===== src/rtl/delta_liafn_scheduler_if.sv =====
// Current-input and spike-event streams between the delta-LIAF scheduler and its neighbours.
// The master side is the scheduler: it sinks currents and sources events.
interface delta_liafn_scheduler_if #(
  parameter int ID_W = 2
);
  logic            cur_valid;
  logic            cur_ready;
  logic [7:0]      cur_data;
  logic            ev_valid;
  logic            ev_ready;
  logic [ID_W-1:0] ev_id;
  logic [7:0]      ev_diff;

  modport master (
    input  cur_valid, cur_data, ev_ready,
    output cur_ready, ev_valid, ev_id, ev_diff
  );

  modport slave (
    output cur_valid, cur_data, ev_ready,
    input  cur_ready, ev_valid, ev_id, ev_diff
  );
endinterface


===== src/rtl/delta_liafn_scheduler.sv =====
// One shared leaky-integrate-and-fire datapath time-multiplexed over N_NEURONS stored states,
// emitting (id, diff) delta events into a small FIFO.
module delta_liafn_scheduler #(
  parameter int N_NEURONS  = 4,
  parameter int ID_W       = 2,
  parameter int BETA       = 128,
  parameter int DELTA_TH   = 10,
  parameter int FIFO_DEPTH = 4
) (
  input  logic                    clk,
  input  logic                    rst_n,
  input  logic                    start,
  delta_liafn_scheduler_if.master bus,
  output logic [ID_W-1:0]         cur_idx,
  output logic                    busy,
  output logic                    frame_done,
  output logic [7:0]              mon_state
);
  localparam int PW = $clog2(FIFO_DEPTH);

  typedef enum logic [2:0] {IDLE, FETCH, UPDATE, EMIT, DONE} st_t;
  st_t st;

  logic [7:0] nstate [N_NEURONS];
  logic [7:0] cur_q, diff_q;
  logic       spike_q;

  logic [7:0] old, leak, new_s;
  logic [8:0] sum, diff;
  logic       spike;

  assign old   = nstate[cur_idx];
  assign leak  = 8'((16'(old) * 16'(BETA)) >> 8);
  assign sum   = {1'b0, leak} + {1'b0, cur_q};
  assign new_s = sum[8] ? 8'hff : sum[7:0];
  assign diff  = {1'b0, new_s} - {1'b0, old};
  // Signed compare so a falling state never spikes.
  assign spike = $signed(diff) >= $signed(9'(DELTA_TH));

  logic [ID_W+7:0] fmem [FIFO_DEPTH];
  logic [PW-1:0]   wr_ptr, rd_ptr;
  logic [PW:0]     count;
  logic            full, pop, push, advance;

  assign full    = count == (PW+1)'(FIFO_DEPTH);
  assign pop     = bus.ev_valid && bus.ev_ready;
  // A same-cycle pop makes room, so a full FIFO still accepts the push.
  assign push    = (st == EMIT) && spike_q && (!full || pop);
  assign advance = (st == EMIT) && (!spike_q || !full || pop);

  assign bus.ev_valid          = count != '0;
  assign {bus.ev_id, bus.ev_diff} = bus.ev_valid ? fmem[rd_ptr] : '0;
  assign bus.cur_ready         = st == FETCH;
  assign mon_state             = nstate[cur_idx];

  always_ff @(posedge clk or negedge rst_n) begin
    if (!rst_n) begin
      wr_ptr <= '0;
      rd_ptr <= '0;
      count  <= '0;
      for (int i = 0; i < FIFO_DEPTH; i++) fmem[i] <= '0;
    end else begin
      if (push) begin
        fmem[wr_ptr] <= {cur_idx, diff_q};
        wr_ptr       <= wr_ptr + 1'b1;
      end
      if (pop) rd_ptr <= rd_ptr + 1'b1;
      unique case ({push, pop})
        2'b10:   count <= count + 1'b1;
        2'b01:   count <= count - 1'b1;
        default: ;
      endcase
    end
  end

  always_ff @(posedge clk or negedge rst_n) begin
    if (!rst_n) begin
      st         <= IDLE;
      cur_idx    <= '0;
      busy       <= 1'b0;
      frame_done <= 1'b0;
      cur_q      <= '0;
      diff_q     <= '0;
      spike_q    <= 1'b0;
      for (int i = 0; i < N_NEURONS; i++) nstate[i] <= '0;
    end else begin
      frame_done <= 1'b0;
      unique case (st)
        IDLE: if (start) begin
          st      <= FETCH;
          cur_idx <= '0;
          busy    <= 1'b1;
        end
        FETCH: if (bus.cur_valid) begin
          cur_q <= bus.cur_data;
          st    <= UPDATE;
        end
        UPDATE: begin
          nstate[cur_idx] <= new_s;
          spike_q         <= spike;
          diff_q          <= diff[7:0];
          st              <= EMIT;
        end
        EMIT: if (advance) begin
          if (cur_idx == ID_W'(N_NEURONS - 1)) begin
            st         <= DONE;
            frame_done <= 1'b1;
          end else begin
            cur_idx <= cur_idx + 1'b1;
            st      <= FETCH;
          end
        end
        DONE: begin
          busy    <= 1'b0;
          cur_idx <= '0;
          st      <= IDLE;
        end
        default: st <= IDLE;
      endcase
    end
  end
endmodule


===== src/flat_wrapper.sv =====
// flat-port wrapper written by rule: the top's interface ports become plain ports
module delta_liafn_scheduler_flat 
#(
  parameter int N_NEURONS  = 4,
  parameter int ID_W       = 2,
  parameter int BETA       = 128,
  parameter int DELTA_TH   = 10,
  parameter int FIFO_DEPTH = 4
)
  (clk, rst_n, start, cur_idx, busy, frame_done, mon_state, bus_cur_valid, bus_cur_data, bus_ev_ready, bus_cur_ready, bus_ev_valid, bus_ev_id, bus_ev_diff);
  delta_liafn_scheduler_if #(.ID_W(ID_W)) bus_i ();
  input  logic clk;
  input  logic rst_n;
  input  logic start;
  output logic [ID_W-1:0] cur_idx;
  output logic busy;
  output logic frame_done;
  output logic [7:0] mon_state;
  input wire logic [$bits(bus_i.cur_valid)-1:0] bus_cur_valid;
  input wire logic [$bits(bus_i.cur_data)-1:0] bus_cur_data;
  input wire logic [$bits(bus_i.ev_ready)-1:0] bus_ev_ready;
  output wire logic [$bits(bus_i.cur_ready)-1:0] bus_cur_ready;
  output wire logic [$bits(bus_i.ev_valid)-1:0] bus_ev_valid;
  output wire logic [$bits(bus_i.ev_id)-1:0] bus_ev_id;
  output wire logic [$bits(bus_i.ev_diff)-1:0] bus_ev_diff;
  assign bus_i.cur_valid = bus_cur_valid;
  assign bus_i.cur_data = bus_cur_data;
  assign bus_i.ev_ready = bus_ev_ready;
  assign bus_cur_ready = bus_i.cur_ready;
  assign bus_ev_valid = bus_i.ev_valid;
  assign bus_ev_id = bus_i.ev_id;
  assign bus_ev_diff = bus_i.ev_diff;
  delta_liafn_scheduler #(.N_NEURONS(N_NEURONS), .ID_W(ID_W), .BETA(BETA), .DELTA_TH(DELTA_TH), .FIFO_DEPTH(FIFO_DEPTH)) u_core (.clk(clk), .rst_n(rst_n), .start(start), .bus(bus_i), .cur_idx(cur_idx), .busy(busy), .frame_done(frame_done), .mon_state(mon_state));
endmodule

===== config.mk =====
export PLATFORM = sky130hd
export DESIGN_NAME = delta_liafn_scheduler_flat
export DESIGN_NICKNAME = d
export VERILOG_FILES = /design/src/rtl/delta_liafn_scheduler_if.sv /design/src/rtl/delta_liafn_scheduler.sv /design/src/flat_wrapper.sv
export SDC_FILE = /design/constraint.sdc
export NUM_CORES = 1
export LEC_CHECK = 0
export CORE_MARGIN = 2
export CORE_UTILIZATION = 54
export CTS_BUF_LIST = sky130_fd_sc_hd__clkbuf_2
export CTS_CLUSTER_DIAMETER = 100
export DETAILED_ROUTE_END_ITERATION = 7
export PLACE_DENSITY = 0.74
export SLEW_MARGIN = 20
export SYNTH_ARGS = -nofsm -noshare
export SYNTH_HDL_FRONTEND = slang
export SYNTH_SLANG_ARGS = --single-unit

===== constraint.sdc =====
create_clock -name clk -period 5.4 [get_ports clk]
set_input_delay 0.54 -clock clk [delete_from_list [all_inputs] [get_ports clk]]
set_output_delay 0.54 -clock clk [all_outputs]
set_load 0.005 [all_outputs]

==> metrics.cfg <==
[floorplan]
fp.dieArea_um2=11300
initial_core_util_pct=55.1
core_area_um2=10300
die_w_um=106
ioPinCount=37
die_h_um=106
placement_rows=37

[grt]
largest_net_degree_at_the_start_of_global_routing=60
grt_pass1_vias=3862
gr-usage-all-layers_pct=21.9
grt.overflow.total=0
grt_antenna_before_repair=0
grt_first_pass_wirelength_um=19300

[detailed_routing]
drt-initial-drc-count=218
routed_wire_length_per_instance_um=17.5
drc=0
pre_repair_dr_iteration_count=4
met1Wirelength_um=5040
finalWirelength_um=11500
top_signal_layer_used=met4
num_vias=3800
wire_length_on_met2_um=5790
ant_nets=0
met3RoutedLength_um=412
detail_route.vias_per_cell=5.78

[yosys]
synth_cell_types=55
ys_async_sr_fraction_pct=100
synth_top_area_share_pct=45.5
synth_top_cell_by_area=dfrtp_1
synth_compound_gate_area_share_pct=13.5
synth.mux.area_fraction_pct=17.1
synth.net_count=526
synth_sequential_area_ratio_pct=45.5
synth_ff_type=dfrtp_1
synthesis.area_um2=5670
yosys.area_share.adder_pct=6.14
synth-seq-cells=103
parity_gate_share_of_the_synthesized_area_counting_xor_and_xnor_cells_pct=1.70
dominant_combinational_cell_family_by_area_after_synthesis=multiplexers
synth-warning-count=0
yosys-top-cells-area=dfrtp_1, mux4_2, mux2_4
yosys.area_share.simple_pct=11.4
netlist_instances=487
avgSynthCellArea_um2=11.6
synth_enable_flop_cells=0

[outcome]
outcome=completed

[layout]
multi_input_area_um2=2820
sequential_cell_area_um2=2580
antenna_cells=0
most-common-layout-cells=dfrtp_1, nand2_1, o21ai_0
final_net_count=557
fraction_of_layout_cells_with_a_size_suffix_above_1_pct=17.4
n_fill_cell=875
area.growth.synth_to_final_pct=8.88
layout.cells.most_common=dfrtp_1

[clocking]
worstSkewPairLatency_ns=0.56
max-clock-path-buffers=2
clkTransAtPathRegs_ns=0.26
cts.root.buffer_cell=clkbuf_2
clock_sinks=103
numCtsBuffers=9
tritoncts=built
cts_post_setup_buffers_inserted=0
htreeDepth=3

[worst_setup_path]
crit_arrival_ns=4.98
worst_ep_required_time_ns=5.86
worstSetupStartpointType=register
path_max_fanout=9
timing.critical_path.to_type=register
timing.setup.critical_path_class=reg2reg

[timing]
final_period_minus_worst_setup_slack_ns=4.52
final.setup.tns_ns=0
rsz0062_at_grt=no
timing.final.hold_violations=0
max-slew-margin-rel_pct=50.7
setup_viol_count_final=0
least_margin_pin_slew_ns=0.739
finalMaxSlewViolations=0
fmax_mhz=221
timing.clock.skew_ns=0.0368
final.period_utilization_pct=83.7

[run]
max_cap_check_violation_count=0

[place]
placement.io_buffers=36
place_congestion=0.889
dpl.hpwl_um=8410

[min_path]
hp-class=in2async

## repair_timing
action,CTS,global route
hold buffers,1,0
hold endpoints to repair,44,0
gates resized for setup,0,0
## final timing paths
kind                                   start                end  slack [ns]  cells after the start
max                        u_core.cur_idx[0]     u_core.spike_q        0.88                     15
min                                    rst_n    u_core.fmem[37]        0.47                      2
max reg2reg                u_core.cur_idx[0]     u_core.spike_q        0.88                     15
min reg2reg                u_core.nstate[15]  u_core.nstate[15]        0.51                      2
max in group asynchronous              rst_n   u_core.nstate[1]        3.78                      3
min in group clk           u_core.nstate[15]  u_core.nstate[15]        0.51                      2
## metal layers
layer / GRT usage [%] / vias up
met1: 27.6 / 1902
met2: 36.9 / 72
met4: 8.16 / 0
li1: - / 1807
met3: 5.09 / 19
met5: 0 / -
## sequential cells by signal, summed over array words and instances (netlist names), 2 cells and up
register        count
u_core.st           3
u_core.cur_q        8
u_core.nstate      32
u_core.count        3
u_core.rd_ptr       2
u_core.diff_q       8
u_core.wr_ptr       2
u_core.fmem        40
u_core.cur_idx      2
## area by class of cell
type	instances	share of cell area (%)
inverter	29	1.76
clock buffer	10	0.811
clock inverter	5	0.811
multi-input combinational	335	45.8
timing repair buffer	40	6.33
tap	136	2.76
sequential	103	41.8
## synthesized netlist by cell type, types with 3 or more instances
| master | number |
|---|---|
| dfrtp_1 | 103 |
| nand2_1 | 63 |
| o21ai_0 | 53 |
| inv_1 | 29 |
| mux2_4 | 24 |
| ha_1 | 23 |
| a21oi_1 | 18 |
| mux4_2 | 18 |
| mux2_2 | 17 |
| nor2b_1 | 14 |
| nor2_1 | 13 |
| clkbuf_1 | 8 |
| a21o_1 | 7 |
| xnor2_1 | 7 |
| buf_2 | 5 |
| nor3_1 | 5 |
| o31ai_1 | 5 |
| a2111oi_0 | 4 |
| a211oi_1 | 4 |
| a41oi_1 | 4 |
| buf_12 | 4 |
| nand2_4 | 4 |
| nand3_1 | 4 |
| xor2_1 | 4 |
| buf_4 | 3 |
| fa_1 | 3 |
| nor4_1 | 3 |
## critical path: stages (launching register included)
cell	delay [ns]
dfrtp_1	0.62
mux4_2	0.60
ha_1	0.25
fa_1	0.41
a21o_1	0.20
a21oi_2	0.20
o21ai_2	0.13
a21oi_1	0.36
ha_1	0.25
inv_1	0.06
fa_1	0.40
and3_1	0.18
o21ai_0	0.22
a211oi_1	0.13
nor4_1	0.27
a32oi_1	0.13
## stage by stage
stage                     hold WS, ns  utilization, %  cell area [um2]  std cells  worst slack, ns
after floorplan                 0.244               -             5670        487             1.19
after global placement          0.456            59.0             6060        642             1.08
after detailed placement        0.467            59.0             6060        642            0.924
after CTS                       0.441            60.0             6170        658            0.882
after global routing            0.418            60.0             6170        658            0.435
final                           0.471            60.0             6170        658            0.880
## cells by family after synthesis
kind of cell,count (synthesis)
muxes,60
adders and majority gates,26
DFF,103
xor gates and xnor gates,11
buffers and inverters,49
and+or+nand+nor,122
AOI/OAI and AO/OA,116
Power is not shown: default switching activity piles up to over one toggle a cycle in this logic, so the estimate is an artifact.
